## src/rtl/wdog_seq_pkg.sv

```systemverilog
// wdog_seq_pkg: shared constants and types for the watchdog APB sequencer.
package wdog_seq_pkg;
  localparam logic [9:0] ADDR_LOAD    = 10'h000;
  localparam logic [9:0] ADDR_VALUE   = 10'h001;
  localparam logic [9:0] ADDR_CONTROL = 10'h002;
  localparam logic [9:0] ADDR_INTCLR  = 10'h003;
  localparam logic [9:0] ADDR_RIS     = 10'h004;
  localparam logic [9:0] ADDR_MIS     = 10'h005;
  localparam logic [9:0] ADDR_LOCK    = 10'h300;
  localparam logic [31:0] DEF_UNLOCK_KEY = 32'h1ACCE551;
  typedef enum logic [1:0] {IDLE, SETUP, ACCESS, DONE} state_e;
  typedef enum logic [1:0] {SEQ_CFG, SEQ_KICK, SEQ_RD} seq_e;
  typedef struct packed {
    logic        write;
    logic [9:0]  addr;
    logic [31:0] data;
  } op_t;
endpackage

```

## src/rtl/wdog_seq_oprom.sv

```systemverilog
// wdog_seq_oprom: maps (sequence, step) to the APB op and a last-op flag.
// WDOG_SEQ_RELOCK_EN appends a relock write to the config and kick sequences.
module wdog_seq_oprom
  import wdog_seq_pkg::*;
#(
  parameter logic [31:0] UNLOCK_KEY = DEF_UNLOCK_KEY
) (
  input  seq_e        seq,
  input  logic [3:0]  step,
  input  logic [31:0] load,
  input  logic [1:0]  ctrl,
  output op_t         op,
  output logic        last
);
`ifdef WDOG_SEQ_RELOCK_EN
  localparam logic [3:0] LAST_CFG  = 4'd3;
  localparam logic [3:0] LAST_KICK = 4'd2;
`else
  localparam logic [3:0] LAST_CFG  = 4'd2;
  localparam logic [3:0] LAST_KICK = 4'd1;
`endif
  localparam op_t UNLOCK_OP = op_t'{1'b1, ADDR_LOCK, UNLOCK_KEY};
  localparam op_t RELOCK_OP = op_t'{1'b1, ADDR_LOCK, 32'h0};
  localparam op_t INTCLR_OP = op_t'{1'b1, ADDR_INTCLR, 32'h1};
  localparam op_t READ_OP   = op_t'{1'b0, ADDR_VALUE, 32'h0};
  always_comb begin
    op   = UNLOCK_OP;
    last = 1'b0;
    case (seq)
      SEQ_CFG: begin
        op   = step == 4'd1 ? op_t'{1'b1, ADDR_LOAD, load}
             : step == 4'd2 ? op_t'{1'b1, ADDR_CONTROL, {30'b0, ctrl}}
             : step == 4'd3 ? RELOCK_OP : UNLOCK_OP;
        last = step == LAST_CFG;
      end
      SEQ_KICK: begin
        op   = step == 4'd1 ? INTCLR_OP : step == 4'd2 ? RELOCK_OP : UNLOCK_OP;
        last = step == LAST_KICK;
      end
      default: begin
        op   = READ_OP;
        last = 1'b1;
      end
    endcase
  end
endmodule

```

## src/rtl/wdog_apb_sequencer.sv

```systemverilog
// wdog_apb_sequencer: APB master that configures, kicks and reads the CMSDK watchdog.
// Optional relock write after config/kick is enabled by WDOG_SEQ_RELOCK_EN.
module wdog_apb_sequencer
  import wdog_seq_pkg::*;
#(
  parameter logic [31:0] UNLOCK_KEY = DEF_UNLOCK_KEY,
  parameter bit          AUTO_KICK  = 1'b1
) (
  input  logic        PCLK,
  input  logic        PRESET,
  input  logic        cfg_req,
  input  logic [31:0] cfg_load,
  input  logic        cfg_inten,
  input  logic        cfg_resen,
  input  logic        kick_req,
  input  logic        rd_req,
  input  logic        WDOGINT,
  input  logic [31:0] PRDATA,
  output logic        PSEL,
  output logic        PENABLE,
  output logic        PWRITE,
  output logic [9:0]  PADDR,
  output logic [31:0] PWDATA,
  output logic        busy,
  output logic        done,
  output logic [31:0] rd_value,
  output logic        pend_drop
);
  state_e      state_q, state_d;
  seq_e        seq_q, seq_d, op_seq;
  logic [3:0]  step_q, step_d, op_step;
  logic        cfg_pend_q, cfg_pend_d, kick_pend_q, kick_pend_d, rd_pend_q, rd_pend_d;
  logic [31:0] cfg_load_q, cfg_load_d, run_load_q, run_load_d;
  logic [1:0]  cfg_ctrl_q, cfg_ctrl_d, run_ctrl_q, run_ctrl_d;
  logic        wint_q, kick_in, op_last, last_q, last_d, pend_drop_q, pend_drop_d;
  logic        pwrite_q, pwrite_d;
  logic [9:0]  paddr_q, paddr_d;
  logic [31:0] pwdata_q, pwdata_d, rd_value_q, rd_value_d;
  op_t         op;
  assign kick_in = kick_req || (AUTO_KICK && WDOGINT && !wint_q);
  assign op_seq  = state_q == IDLE ? (cfg_pend_q ? SEQ_CFG : kick_pend_q ? SEQ_KICK : SEQ_RD) : seq_q;
  assign op_step = state_q == IDLE ? 4'd0 : step_q + 4'd1;
  // The running config uses its own copy so a new request cannot disturb it mid-sequence.
  wdog_seq_oprom #(.UNLOCK_KEY(UNLOCK_KEY)) u_oprom (
    .seq  (op_seq),
    .step (op_step),
    .load (run_load_q),
    .ctrl (run_ctrl_q),
    .op   (op),
    .last (op_last)
  );
  always_comb begin
    state_d     = state_q;
    seq_d       = seq_q;
    step_d      = step_q;
    last_d      = last_q;
    pwrite_d    = pwrite_q;
    paddr_d     = paddr_q;
    pwdata_d    = pwdata_q;
    rd_value_d  = rd_value_q;
    run_load_d  = run_load_q;
    run_ctrl_d  = run_ctrl_q;
    pend_drop_d = (cfg_req && cfg_pend_q) || (kick_in && kick_pend_q) || (rd_req && rd_pend_q);
    cfg_pend_d  = cfg_pend_q || cfg_req;
    kick_pend_d = kick_pend_q || kick_in;
    rd_pend_d   = rd_pend_q || rd_req;
    cfg_load_d  = cfg_req && !cfg_pend_q ? cfg_load : cfg_load_q;
    cfg_ctrl_d  = cfg_req && !cfg_pend_q ? {cfg_resen, cfg_inten} : cfg_ctrl_q;
    case (state_q)
      IDLE: begin
        if (cfg_pend_q || kick_pend_q || rd_pend_q) begin
          state_d     = SETUP;
          seq_d       = op_seq;
          step_d      = 4'd0;
          last_d      = op_last;
          pwrite_d    = op.write;
          paddr_d     = op.addr;
          pwdata_d    = op.data;
          cfg_pend_d  = op_seq == SEQ_CFG ? 1'b0 : cfg_pend_d;
          kick_pend_d = op_seq == SEQ_KICK ? 1'b0 : kick_pend_d;
          rd_pend_d   = op_seq == SEQ_RD ? 1'b0 : rd_pend_d;
          run_load_d  = op_seq == SEQ_CFG ? cfg_load_q : run_load_q;
          run_ctrl_d  = op_seq == SEQ_CFG ? cfg_ctrl_q : run_ctrl_q;
        end
      end
      SETUP: state_d = ACCESS;
      ACCESS: begin
        rd_value_d = pwrite_q ? rd_value_q : PRDATA;
        if (last_q) begin
          state_d  = DONE;
          pwrite_d = 1'b0;
        end else begin
          state_d  = SETUP;
          step_d   = op_step;
          last_d   = op_last;
          pwrite_d = op.write;
          paddr_d  = op.addr;
          pwdata_d = op.data;
        end
      end
      default: state_d = IDLE;
    endcase
  end
  always_ff @(posedge PCLK) begin
    if (PRESET) begin
      state_q     <= IDLE;
      seq_q       <= SEQ_CFG;
      step_q      <= 4'd0;
      last_q      <= 1'b0;
      cfg_pend_q  <= 1'b0;
      kick_pend_q <= 1'b0;
      rd_pend_q   <= 1'b0;
      cfg_load_q  <= 32'h0;
      cfg_ctrl_q  <= 2'b0;
      run_load_q  <= 32'h0;
      run_ctrl_q  <= 2'b0;
      wint_q      <= 1'b0;
      pwrite_q    <= 1'b0;
      paddr_q     <= 10'h0;
      pwdata_q    <= 32'h0;
      rd_value_q  <= 32'h0;
      pend_drop_q <= 1'b0;
    end else begin
      state_q     <= state_d;
      seq_q       <= seq_d;
      step_q      <= step_d;
      last_q      <= last_d;
      cfg_pend_q  <= cfg_pend_d;
      kick_pend_q <= kick_pend_d;
      rd_pend_q   <= rd_pend_d;
      cfg_load_q  <= cfg_load_d;
      cfg_ctrl_q  <= cfg_ctrl_d;
      run_load_q  <= run_load_d;
      run_ctrl_q  <= run_ctrl_d;
      wint_q      <= WDOGINT;
      pwrite_q    <= pwrite_d;
      paddr_q     <= paddr_d;
      pwdata_q    <= pwdata_d;
      rd_value_q  <= rd_value_d;
      pend_drop_q <= pend_drop_d;
    end
  end
  assign PSEL      = state_q == SETUP || state_q == ACCESS;
  assign PENABLE   = state_q == ACCESS;
  assign PWRITE    = pwrite_q;
  assign PADDR     = paddr_q;
  assign PWDATA    = pwdata_q;
  assign busy      = state_q != IDLE;
  assign done      = state_q == DONE;
  assign rd_value  = rd_value_q;
  assign pend_drop = pend_drop_q;
endmodule

```

## config.mk

```make
export PLATFORM = sky130hd
export DESIGN_NAME = wdog_apb_sequencer
export DESIGN_NICKNAME = d
export VERILOG_FILES = /design/src/rtl/wdog_seq_pkg.sv /design/src/rtl/wdog_seq_oprom.sv /design/src/rtl/wdog_apb_sequencer.sv
export SDC_FILE = /design/constraint.sdc
export NUM_CORES = 1
export LEC_CHECK = 0
export ABC_CLOCK_PERIOD_IN_PS = 1840
export CAP_MARGIN = 10
export CELL_PAD_IN_SITES_DETAIL_PLACEMENT = 1
export CELL_PAD_IN_SITES_GLOBAL_PLACEMENT = 2
export CORE_AREA = 2 2 154 156
export DETAILED_ROUTE_END_ITERATION = 10
export DIE_AREA = 0 0 156 158
export PLACE_DENSITY_LB_ADDON = 0.05
export REMOVE_ABC_BUFFERS = 1
export SYNTH_ARGS = -nofsm -noshare
export SYNTH_HDL_FRONTEND = slang
export SYNTH_SLANG_ARGS = --single-unit
```

## constraint.sdc

```tcl
create_clock -name PCLK -period 1.84 [get_ports PCLK]
set_input_delay 0.368 -clock PCLK [delete_from_list [all_inputs] [get_ports PCLK]]
set_output_delay 0.368 -clock PCLK [all_outputs]
set_load 0.005 [all_outputs]
```

### Word level (Yosys, flattened, before mapping)

Cells that the tools add are included.
Widths: inputs -> output; s select.

* register bits: 157
* latch bits: 0
* RAM bits: 0
* memory bits (read-only): 0
* output and inout bits: 80
* memories kept: 0

* add/subtract/negate cells: 1
* multiply operators: 0
* divide/modulo/power cells: 0
* magnitude comparators: 0
* equal/unequal tests: 10
* shifts and indexed selects: 0
* mux-type cells: 38
* bitwise gates (word level): 1
* reductions and logical operators: 25

Operator list (number)
* $mux 43: 3
* $pmux 43 s2: 1
* $mux 32: 2
* $pmux 32 s2: 1
* $mux 29: 2
* $mux 10: 2
* $pmux 10 s2: 1
* $mux 1: 13
* $mux 4: 3
* $mux 2: 5
* $logic_or 1x1->1: 9
* $eq 4x2->1 const B: 2
* $pmux 4 s2: 1
* $eq 2x2->1 const B: 3
* $pmux 1 s2: 3
* $pmux 2 s3: 1
* $reduce_and 2->1: 3
* $reduce_and 3->1: 2
* $logic_and 1x1->1: 5
* $add 4x1->4 const B: 1
* $eq 2x1->1 const B: 2
* $eq 4x1->1 const B: 1
* $logic_not 2->1: 2
* $reduce_bool 2->1: 2
* other kinds (4): 5

### Logic depth before layout (Yosys ltp)

* depth after elaboration: 9
* mapped depth: 9
* mapped depth without buffers: 7

### By module

From an unflattened synthesis, not the netlist that was laid out.

* cells, all modules: 808
* area total of the unflattened synthesis: 6457.4 um^2

By module, submodules not included
* wdog_apb_sequencer: times used 1, cells each 729, area each 5992.0 um^2, seq. area each 3143.0 um^2
* wdog_seq_oprom: times used 1, cells each 79, area each 465.4 um^2, seq. area each 0.0 um^2

### Least setup slack after synthesis

Ideal clock, no wire load.

* kind: flip-flop to flip-flop
* start: reg state_q[0]
* end: reg pwdata_q[13] (netlist: PWDATA[13])
* setup time: 67 ps
* data arrival time: 1897 ps
* data required time: 1773 ps
* setup slack: -124 ps
* stages on the path, launching flop included: 8
* path buffers: 2
* clock period less this slack: 1964 ps
* cells stage by stage: dfxtp_1 inv_1 ha_1 buf_2 mux2_2 a311o_4 buf_8 o21ai_2

* cells in the longest elaborated chain, start to end: 9
* elaborated cells on any way between the ends: 22
* those cells by class: eq/ne: 7; mux: 11; reduce/logical: 4

Ends and longest elaborated chain
* from (decl): line wdog_apb_sequencer.sv:29 `state_e state_q, state_d;`
* from (signal assigned): line wdog_apb_sequencer.sv:124 `state_q <= state_d;`
* $logic_not 2->1: line wdog_apb_sequencer.sv:41, wdog_apb_sequencer.sv:42, wdog_apb_sequencer.sv:69
* $mux 4: line wdog_apb_sequencer.sv:42 `assign op_step = state_q == IDLE ? 4'd0 : step_q + 4'd1;`
* $eq 4x2->1: line wdog_seq_oprom.sv:33 `: step == 4'd3 ? RELOCK_OP : UNLOCK_OP;`
* $mux 29: line wdog_seq_oprom.sv:33
* $mux 43: line wdog_seq_oprom.sv:32 `: step == 4'd2 ? op_t'{1'b1, ADDR_CONTROL, {30'b0, ctrl}}`
* $mux 43: line wdog_seq_oprom.sv:31 `op = step == 4'd1 ? op_t'{1'b1, ADDR_LOAD, load}`
* $pmux 43 s2: line wdog_seq_oprom.sv:29 `case (seq)`
* $mux 32 (on tied branches): line wdog_apb_sequencer.sv:89, wdog_apb_sequencer.sv:71
* $pmux 32 s2: line wdog_apb_sequencer.sv:69 `case (state_q)`
* to (signal assigned): line wdog_apb_sequencer.sv:138 `pwdata_q <= pwdata_d;`
* to (decl): line wdog_apb_sequencer.sv:38 `logic [31:0] pwdata_q, pwdata_d, rd_value_q, rd_value_d;`

Parallel ways exist; a longest one is shown, timed or not. The select of a mux whose other input is x is not followed.
A chain may end at the register's enable or synchronous reset.

### Final worst setup path

* start: reg state_q[1]
* end: reg pwdata_q[29] (netlist: PWDATA[29])

* cells in the longest elaborated chain, start to end: 7
* elaborated cells on any way between the ends: 16
* those cells by class: eq/ne: 5; mux: 7; reduce/logical: 4

Ends and longest elaborated chain (line)
* $logic_not 2->1: wdog_apb_sequencer.sv:41, wdog_apb_sequencer.sv:42, wdog_apb_sequencer.sv:69
* $mux 4: wdog_apb_sequencer.sv:42
* $eq 4x1->1: wdog_seq_oprom.sv:31
* $mux 43: wdog_seq_oprom.sv:31
* $pmux 43 s2: wdog_seq_oprom.sv:29
* $mux 32 (on tied branches): wdog_apb_sequencer.sv:89, wdog_apb_sequencer.sv:71
* $pmux 32 s2: wdog_apb_sequencer.sv:69

Parallel ways exist; a longest one is shown, timed or not. The select of a mux whose other input is x is not followed.

==> flow_metrics.tcl <==
set metrics [dict create \
    outcome "complete, but fails checks" \
    violations "negative setup slack" \
    synth_ff_type "dfxtp_1" \
    rrSetupSlack_ps -100 \
    worst_pin_slew_ps 656.7 \
    cts-hold-fix-buffers 0 \
    area_growth_pct 53.74 \
    io_buffers 145 \
    initial_utilization_pct 24.60 \
    critPathTopFamily "buffers and inverters" \
    period_share_pct 105.3 \
    grt.busiest_layer "met2" \
    gp_congestion 0.7928 \
    cts.path.max_buffers 2 \
    setup_viol 38 \
    hpwl_um 11680 \
    core.rowCount 56 \
    drt_wl_total_um 18790 \
    async_flop_share_pct 0 \
    fin_nets 936 \
    nFillCells 2626 \
    fin_ws_ps -96.97 \
    route.detailed.drc 0 \
    yosysSeqAreaShare_pct 52.95 \
    grt_remaining_overflow 0 \
    ioPinCount 152 \
    ant_nets 0 \
    ir_worst_vdd_v 0.0005271 \
    crit_path_start_kind "register" \
    grt_use_met1_pct 19.35 \
    grt_pass1_wl_um 29280 \
    drive_gt1_share_pct 19.24 \
    clock.fmax_mhz 516.3 \
    die_h_um 158 \
    dieArea_um2 24650 \
    via_per_inst 4.534 \
    multi_input_area_um2 2674 \
    avgSynthCellArea_um2 8.244 \
    synthDistinctLibCells 53 \
    worstPathMaxFanout 8 \
    required_ps 2190 \
    grt_pass1_vias 5388 \
    grt.met3_usage_pct 3.778 \
    drt_iter0_drc 212 \
    power.leakage_uw 0.003200 \
    yosysWarnings 0 \
    finalMaxSlewViolations 0 \
    fin_setup_tns_ps -2111 \
    antenna_found_initial 0 \
    power_density_nw_per_um2 1287 \
    seq_area_um2 3005 \
    ctsHtreeMaxLevel 4 \
    path_clk_slew_ps 60 \
    clk_latency_ps 420 \
    drv_cap 0 \
    route.vias.total 5273 \
    crit_slowest_cell "or4b_4" \
    cts_sinks 150 \
    cp_cell_sequence "inv_2 > ha_4 > or4b_4 > buf_6 > o211ai_4 > buf_8 > clkbuf_16 > a22oi_1 > nor2_1" \
    rsz0062_at_grt "yes" \
    die_w_um 156 \
    finalHoldViolCount 0 \
    cts_made_buffers 17 \
    syn_inst 688 \
    arrival_ps 2290 \
    cts_root_buffer "clkbuf_16" \
    cts_tree "done" \
    drt-pass1-iter-count 5 \
    crit_type "reg2reg" \
    relSlewSlack_pct 56.22 \
    fin_skew_ps 8.341 \
    cp_slowest_stage_delay_ps 480 \
    end_kind "register" \
    finalCriticalPeriod_ps 1937 \
    wl_per_cell_um 16.15 \
    synth-edff-count 0 \
    crit_buf_inv 4 \
    ys_ff_latch 150 \
    hold_ws_ps 260.5 \
    grtUsageTotal_pct 15.31 \
    antenna_cells 0 \
    grt.met2_usage_pct 26.36 \
    worstHoldPathType "in2reg" \
    core_area_um2 23050 \
    netlist_area_um2 5672 \
    grt_start_max_net_pins 129 \
]
==> sequential cells by signal (all words and copies together), names as in the netlist <==
register / cells
PWDATA: 32
cfg_load_q: 32
rd_value: 32
run_load_q: 32
step_q: 4
PADDR: 3
cfg_ctrl_q: 2
run_ctrl_q: 2
seq_q: 2
state_q: 2
PWRITE: 1
cfg_pend_q: 1
kick_pend_q: 1
last_q: 1
pend_drop: 1
rd_pend_q: 1
wint_q: 1
==> layer usage <==
metal | wire length, um | vias to the layer above
met3 | 798 | 15
met4 | 147 | 0
met1 | 8737 | 2532
met5 | 0 | -
met2 | 9102 | 116
li1 | - | 2610
==> power by group <==
part | total [uW] | leakage (uW) | internal (uW) | switching, uW
clock network | 3470 | 0.000273 | 2020 | 1460
logic | 3840 | 0.00171 | 1930 | 1910
registers | 3920 | 0.00122 | 3630 | 288
==> cell type report <==
cell class	count	share of cell area [%]
clock buffer	19	4.965
inverter	6	0.3157
clock inverter	13	1.679
tap	290	4.161
sequential	150	34.47
timing repair buffer	202	23.75
multi-input combinational	483	30.66
==> logic make-up (layout without fill, tap and decap cells) <==
group | Yosys count | after routing | share of synthesized area (%)
AOI/OAI and AO/OA | 169 | 170 | 18.00
adders and majority gates | 4 | 4 | 0.8825
buffers and inverters | 61 | 240 | 5.691
DFF | 150 | 150 | 52.95
muxes | 2 | 2 | 0.3750
other | 1 | 6 | 0.06612
and+or+nand+nor | 301 | 301 | 22.04
==> cell usage after synthesis, types with 3 or more instances <==
library cell  instances  area (um2)
a21oi_1             116       580.6
a22oi_1              16       120.1
buf_1                 7       26.28
buf_4                 9       67.56
buf_6                 3       33.78
buf_8                 3       45.04
clkbuf_1             30       112.6
dfxtp_1             150        3003
ha_1                  4       50.05
inv_1                 6       22.52
nand2_1             221       829.6
nand2b_1              3       18.77
nor2_1               49       183.9
nor2b_1               4       25.02
nor3_1                4       20.02
o21ai_0               9       45.04
o21ai_2              11       96.34
==> metrics by stage <==
step	worst slack, ps	util (%)	cells	power (uW)	area [um2]
4_1_cts	-76.81	36.95	1159	11100	8518
2_1_floorplan	-838.7	-	638	5146	5390
3_3_place_gp	-218.5	33.17	1115	6938	7646
3_5_place_dp	-298.8	33.17	1115	7003	7646
6_report	-96.97	37.83	1163	11230	8720
5_1_grt	-173.2	37.83	1163	11850	8720
==> cells in the final DEF (no fill, tap or decap), drive strengths merged, types with 6 or more instances in the layout <==
| master | Yosys | final |
|---|---|---|
| a21oi | 116 | 116 |
| nor2 | 50 | 50 |
| inv | 6 | 11 |
| buf | 24 | 56 |
| o21ai | 20 | 20 |
| nand2 | 221 | 221 |
| clkdlybuf4s50 | 0 | 140 |
| dfxtp | 150 | 150 |
| a22oi | 16 | 16 |
| clkbuf | 31 | 22 |
| conb | 1 | 6 |
| nor3 | 6 | 6 |
==> worst register-to-register path, cell delays in order, from the launching register on <==
cell and delay (ps):
dfxtp_2 330, inv_2 70, ha_4 160, or4b_4 480, buf_6 140, o211ai_4 130
buf_8 200, clkbuf_16 180, a22oi_1 80, nor2_1 90
==> timing repair <==
item,4_1_cts,5_1_grt
gates cloned,3,1
resized for setup,47,43
endpoints found under the setup margin,46,44
pin swaps,24,33
setup buffers,9,3
==> path summary, 6_finish.rpt <==
path | startpoint | to | cells past startpoint
min reg2reg | cfg_ctrl_q[0] | run_ctrl_q[0] | 2
max | state_q[1] | PWDATA[29] | 9
max reg2reg | state_q[1] | PWDATA[29] | 9
min | PRESET | seq_q[0] | 2
No activity file was read; power rests on OpenSTA's default activity.
